$ cat config.mk
export PLATFORM = sky130hd
export DESIGN_NAME = number_finder
export DESIGN_NICKNAME = d
export VERILOG_FILES = /design/src/rtl/number_finder.sv
export SDC_FILE = /design/constraint.sdc
export NUM_CORES = 1
export LEC_CHECK = 0
export ABC_AREA = 0
export BUFFER_PORTS_ARGS = -buffer_cell sky130_fd_sc_hd__buf_4
export CORE_ASPECT_RATIO = 0.5
export CORE_MARGIN = 2
export CORE_UTILIZATION = 50
export DETAILED_ROUTE_END_ITERATION = 6
export PLACE_DENSITY = 0.67
export SLEW_MARGIN = 20
export SYNTH_ARGS = -nofsm -noshare
export SYNTH_HDL_FRONTEND = slang
export SYNTH_SLANG_ARGS = --single-unit
$ cat constraint.sdc
create_clock -name clk -period 10.89 [get_ports clk]
set_clock_uncertainty 0.2 [all_clocks]
set_input_delay 0.5445 -clock clk [delete_from_list [all_inputs] [get_ports clk]]
set_output_delay 0.5445 -clock clk [all_outputs]
set_load 0.005 [all_outputs]
$ cat src/rtl/number_finder.sv
// number_finder: scans n = 0..31, emits each n whose divisibility flags
// match a latched pattern (exact or superset), with ready/valid backpressure.
module number_finder (
    input  logic       clk,
    input  logic       reset,
    input  logic       start,
    input  logic [4:0] pattern,
    input  logic       mode,
    input  logic       ready_in,
    output logic [4:0] num_out,
    output logic       num_valid,
    output logic       busy,
    output logic       done,
    output logic [5:0] count
);

    typedef enum logic [1:0] {
        S_IDLE,
        S_SCAN,
        S_HOLD,
        S_DONE
    } state_t;

    state_t     r_state;
    state_t     w_next;

    logic [4:0] r_idx;
    logic [4:0] r_pattern;
    logic       r_mode;
    logic [4:0] r_num_out;
    logic       r_num_valid;
    logic [5:0] r_count;

    logic [4:0] w_flags;
    logic       w_match;
    logic       w_last;

    // Flags: {div2, div3, div4, div5, div30}; zero is divisible by all.
    function automatic logic [4:0] flags_of(input logic [4:0] n);
        logic [4:0] f;
        f[4] = (n % 5'd2)  == 5'd0;
        f[3] = (n % 5'd3)  == 5'd0;
        f[2] = (n % 5'd4)  == 5'd0;
        f[1] = (n % 5'd5)  == 5'd0;
        f[0] = (n % 5'd30) == 5'd0;
        return f;
    endfunction

    // Match decision for the current scan index against the latched request.
    always_comb begin
        w_flags = flags_of(r_idx);
        w_last  = (r_idx == 5'd31);
        if (r_mode) begin
            w_match = ((w_flags & r_pattern) == r_pattern);
        end else begin
            w_match = (w_flags == r_pattern);
        end
    end

    // State register.
    always_ff @(posedge clk or posedge reset) begin
        if (reset) begin
            r_state <= S_IDLE;
        end else begin
            r_state <= w_next;
        end
    end

    // Next-state logic and state-decoded status outputs.
    always_comb begin
        w_next = r_state;
        busy   = 1'b0;
        done   = 1'b0;
        unique case (r_state)
            S_IDLE: begin
                if (start) begin
                    w_next = S_SCAN;
                end
            end
            S_SCAN: begin
                busy = 1'b1;
                if (w_match) begin
                    w_next = S_HOLD;
                end else if (w_last) begin
                    w_next = S_DONE;
                end
            end
            S_HOLD: begin
                busy = 1'b1;
                if (ready_in) begin
                    w_next = w_last ? S_DONE : S_SCAN;
                end
            end
            S_DONE: begin
                done   = 1'b1;
                w_next = S_IDLE;
            end
            default: begin
                w_next = S_IDLE;
            end
        endcase
    end

    // Datapath: request latch, scan index, output register and match counter.
    always_ff @(posedge clk or posedge reset) begin
        if (reset) begin
            r_idx       <= '0;
            r_pattern   <= '0;
            r_mode      <= 1'b0;
            r_num_out   <= '0;
            r_num_valid <= 1'b0;
            r_count     <= '0;
        end else begin
            unique case (r_state)
                S_IDLE: begin
                    if (start) begin
                        r_pattern <= pattern;
                        r_mode    <= mode;
                        r_count   <= '0;
                        r_idx     <= '0;
                    end
                end
                S_SCAN: begin
                    if (w_match) begin
                        r_num_out   <= r_idx;
                        r_num_valid <= 1'b1;
                    end else if (!w_last) begin
                        r_idx <= r_idx + 5'd1;
                    end
                end
                S_HOLD: begin
                    if (ready_in) begin
                        r_num_valid <= 1'b0;
                        r_count     <= r_count + 6'd1;
                        if (!w_last) begin
                            r_idx <= r_idx + 5'd1;
                        end
                    end
                end
                default: begin
                end
            endcase
        end
    end

    // Registered outputs drive the ports directly.
    always_comb begin
        num_out   = r_num_out;
        num_valid = r_num_valid;
        count     = r_count;
    end

endmodule

# Word-level counts from Yosys, hierarchy flattened
# Cells that the tools add are included.
# W data, S select, Z words.
# classes
add_sub_neg	2
div	3
eq_ne	11
mux	20
n_bitwise	1
reduce_logical	16
# op_table
operator	n
$logic_not A5 Y1	5
$mux W5	4
$pmux W5 S3	1
$mux W6	2
$pmux W6 S2	1
$eq A5 B5 Y1	2
$mux W2	5
$reduce_and A3 Y1	3
$ne A2 B2 Y1 const B	4
$pmux W2 S4	1
$add A6 B1 Y6 const B	1
$add A5 B1 Y5 const B	1
$and A5 B5 Y5	1
$eq A5 B5 Y1 const B	1
$mod A5 B2 Y5 const B	1
$mod A5 B3 Y5 const B	1
$mod A5 B5 Y5 const B	1
$mux W1	5
$eq A2 B2 Y1 const B	2
$reduce_and A2 Y1	2
$reduce_and A4 Y1	1
$reduce_bool A2 Y1	2
$ne A3 B3 Y1 const B	1
$reduce_bool A3 Y1	1
other kinds (4)	4
# word_totals
reg_bits	25
input_bits	10
out_inout_bits	14

# Depth between registers and ports, before layout
# depth
ltp_word	7
depth_mapped	22
mapped_depth_nobuf	18

# Least setup slack after synthesis
# Ideal clock, no wire load.
# synth_timing
kind	flip-flop to flip-flop
start	reg r_idx[0]
end	reg r_num_out[0] (netlist: num_out[0])
arrival_ns	5.144
required_time_ns	10.565
path_slack_ns	5.421
path_stages_with_launch	22
path_buffers	3
cell_sequence	dfrtp_1 -> clkbuf_1 -> inv_1 -> ha_1 -> buf_2 -> and4b_4 -> or3_4 -> o311ai_1 -> a211o_1 -> a21boi_0 -> xnor2_1 -> ha_1 -> nor2_1 -> or3_1 -> or4b_1 -> o311a_1 -> a21oi_1 -> nor4b_1 -> or4_1 -> buf_6 -> nor2_8 -> mux2_4
# synth_via
elab_chain_cells	6
elab_cells_between_ends	13
cone_classes	3 x div; 2 x eq/ne; 1 x mux; 1 x bitwise; 6 x reduce/logical
# synth_lines
item	line	rtl
from (decl)	27	logic [4:0] r_idx;
from (signal assigned)	128	r_idx <= r_idx + 5'd1;
from (signal assigned)	136	r_idx <= r_idx + 5'd1;
$mod A5 B5 Y5 (tied with other cells)	45	f[0] = (n % 5'd30) == 5'd0;
$logic_not A5 Y1, on equally long branches	45, 42, 44	
$and A5 B5 Y5	54	w_match = ((w_flags & r_pattern) == r_pattern);
$eq A5 B5 Y1	54	
$mux W1	53	if (r_mode) begin
$reduce_and A2 Y1 (no line)	n/a	
to (signal assigned)	125	r_num_out <= r_idx;
to (decl)	30	logic [4:0] r_num_out;
# Parallel ways exist; a longest one is shown, timed or not.
# A chain may end at the register's enable or synchronous reset.

# Worst setup path after layout
# layout_timing
start	reg r_idx[2]
end	reg r_num_out[2] (netlist: num_out[2])
# The elaborated chain is that of the path after synthesis.

==> impl_results.md <==
- Status: complete, no violations
- CTS Root Cell: clkbuf_8
- Util after Layout: 0.586
- Critical path data arrival time: 6.44 ns
- Routed WL per cell: ~16 µm
- Leakage power: approximately 1.1 nW
- DP Worst Slack: about 4.5 ns
- Max Root-Sink Buffers: 2
- Final WS setup: roughly 4.4 ns
- Req. time, crit path: approximately 11 ns
- Predominant post-synthesis flop cell: dfrtp_1
- Hpwl dp: just over 4000 µm
- Final ANT Viol Nets: 0
- Top cell type's share of synthesized area: 0.257
- Placed cells: approximately 350
- Yosys Warn Count: 0
- RD Place Congestion: 0.858
- Sequential area share after synthesis: 0.257
- Hold/Removal Path Class: in2async
- Initial Utilization: 0.537
- Final period util: 0.595
- Commonest non-fill, non-tap cells in the layout: dfrtp_1 (25), nor2_1 (23), buf_4 (23)
- Initial DRC Count: 98
- Worst Setup Start Kind: register
- CORE AREA: between 4000 and 5000 µm²
- R2R Setup Slk: ~4.4 ns
- TritonCTS clock tree: yes
- WL final: around 5500 µm
- Clock Sinks: 25
- Chip Height: roughly 53 µm
- Gr ovfl total: 0
- Port bufs: 23
- Worst r2r dst: num_out[2]
- RSZ-0062 raised after global routing: no
- Total power: around 0.76 mW
- Layout overhead on the synthesized area: 8.99%
- Crit. End Element: register
- Die width: 103 µm
- Post-layout minimum cycle time: between 6 and 7 ns
- Worst skew pair latency: 0.26 ns
- First-pass GRT wire length: slightly above 9000 µm
- Syn_area_per_cell: 8.82 µm²
- Mapped Cells: 276
- Max-cap violations: 0
- Final net count: ~320
- Pre-Repair DR Iteration Count: 4
- Slew @ Worst Pin: 0.926 ns
- Register bit total from synthesis: 25
- IO Pins: 24
- R2R Path Start: r_idx[2]
- N_diodes: 0
- Post-CTS Setup Bufs: 0
- Mapped Area: ~2400 µm²
- CTS Buf Count: 3
- Total global-route track usage: 0.213
- DR vias/cell: approximately 6.1
- Remaining design rule violation count: 0
- Max Clock Freq: between 150 and 200 MHz
- Rows: 17
- # setup viols final: 0
- Max IR drop VDD: ~0.16 mV
- Number of distinct library cells after synthesis: 69
- CTS H-tree depth: 1
- Final setup TNS: 0 ns
- Clock-pin slew on the worst setup and hold paths: about 0.080 ns
- CTS hold repair buffers: 0
- Final Hold Vio Count: 0
- Largest net degree at the start of global routing: 28
- Initial antenna violation count: 0
- Crit path kind: reg2reg
- PD cells: around 280 nW/µm²
- Vias in the first global route: slightly below 2000
- Post-synth EDFFs: 0
- Share of cells above drive strength 1: 0.167
- Post-Syn Nets: 304
- Non-filler cells, final: between 300 and 400
- CP max FO: 27
- Leading area contributor after synthesis: dfrtp_1
- Slew HR: 0.382
- Most common cell after layout, fill and taps aside: dfrtp_1
- Worst setup path start: r_idx[2]
- Slew Limit Fails: 0
- Reg2Reg Depth: 17
- Top post-synthesis cells by area: dfrtp_1 (26%), ha_1 (9.2%), nor2_1 (3.5%)
- Ys async rst share: 1.00
- Die area: 5480 µm²
- Cts repair resizes: 0
- Vias: between 2000 and 2500
-- cell usage after synthesis, types with 4 or more instances --
master / count
nand3_1: 10
nor4b_1: 4
nor2_1: 23
dfrtp_1: 25
or3_1: 4
inv_1: 13
nor3_1: 10
buf_2: 5
o2bb2ai_1: 5
xnor2_1: 4
nand2b_1: 6
ha_1: 18
a211oi_1: 5
mux2_4: 5
nand4_1: 5
mux2_2: 7
clkbuf_1: 8
o21ai_0: 14
and3_1: 4
xor2_1: 4
nand2_1: 11
a21oi_1: 11
-- registers in the layout (all words and copies together), names as in the netlist --
name	count
r_mode	1
r_state	2
count	6
r_pattern	5
num_valid	1
num_out	5
r_idx	5
-- final cells by class --
class | count | area, µm²
tap | 66 | 82.6
fill | 404 | 1880
sequential | 25 | 626
clock buffer | 4 | 45.0
timing repair buffer | 23 | 173
inverter | 15 | 56.3
multi-input combinational | 220 | 1670
-- layer usage --
metal / share of wire / track usage / routed length (µm) / up-vias
li1: - / - / - / 1079
met1: 0.49 / 0.302 / 2700 / 1024
met2: 0.46 / 0.357 / 2550 / 65
met3: 0.050 / 0.0251 / 279 / 2
met4: 0.0016 / 0.0267 / 9 / 0
met5: 0 / 0 / 0 / -
-- through the flow --
stage          instance area, µm²  hold slack (ns)
2_1_floorplan                2430            0.279
3_3_place_gp                 2610            0.294
3_5_place_dp                 2610            0.303
4_1_cts                      2650            0.303
5_1_grt                      2650            0.299
6_report                     2650            0.283
-- worst max path at each step --
stage | end | depth (start not counted)
5_1_grt | num_out[0] | 17
3_3_place_gp | num_out[0] | 18
4_1_cts | num_out[2] | 17
6_report | num_out[2] | 17
2_1_floorplan | num_out[0] | 21
3_5_place_dp | num_out[2] | 17
-- where the power goes --
group          switching (mW)  total (mW)  internal, mW
combinational           0.282       0.506         0.224
sequential             0.0671       0.195         0.128
clock                  0.0276      0.0537        0.0261
total                   0.377       0.755         0.379
-- logic make-up (layout without fill, tap and decap cells) --
logic type               Yosys count  after routing  share of synthesized area
AO/OA/AOI/OAI                     79             79                      0.248
multiplexers                      15             15                     0.0755
AND/OR/NAND/NOR                  100            100                      0.242
buffers and inverters             31             42                     0.0565
flip-flops                        25             25                      0.257
adder cells (fa/ha/maj)           18             18                     0.0925
XOR/XNOR                           8              8                     0.0288
-- worst max-delay path: stages (launching register included) --
cell	delay, ns
dfrtp_1	0.90
ha_1	0.60
nor2_1	0.22
or3_4	0.45
o311ai_1	0.32
a211o_1	0.24
a21boi_0	0.23
xnor2_1	0.14
ha_1	0.26
nor2_1	0.08
or3_1	0.39
or4b_1	0.48
o311a_1	0.14
a21oi_1	0.19
nor4b_1	0.08
or4_1	0.81
nor2_8	0.30
mux2_4	0.32
Power figures use the tool's default switching activity.
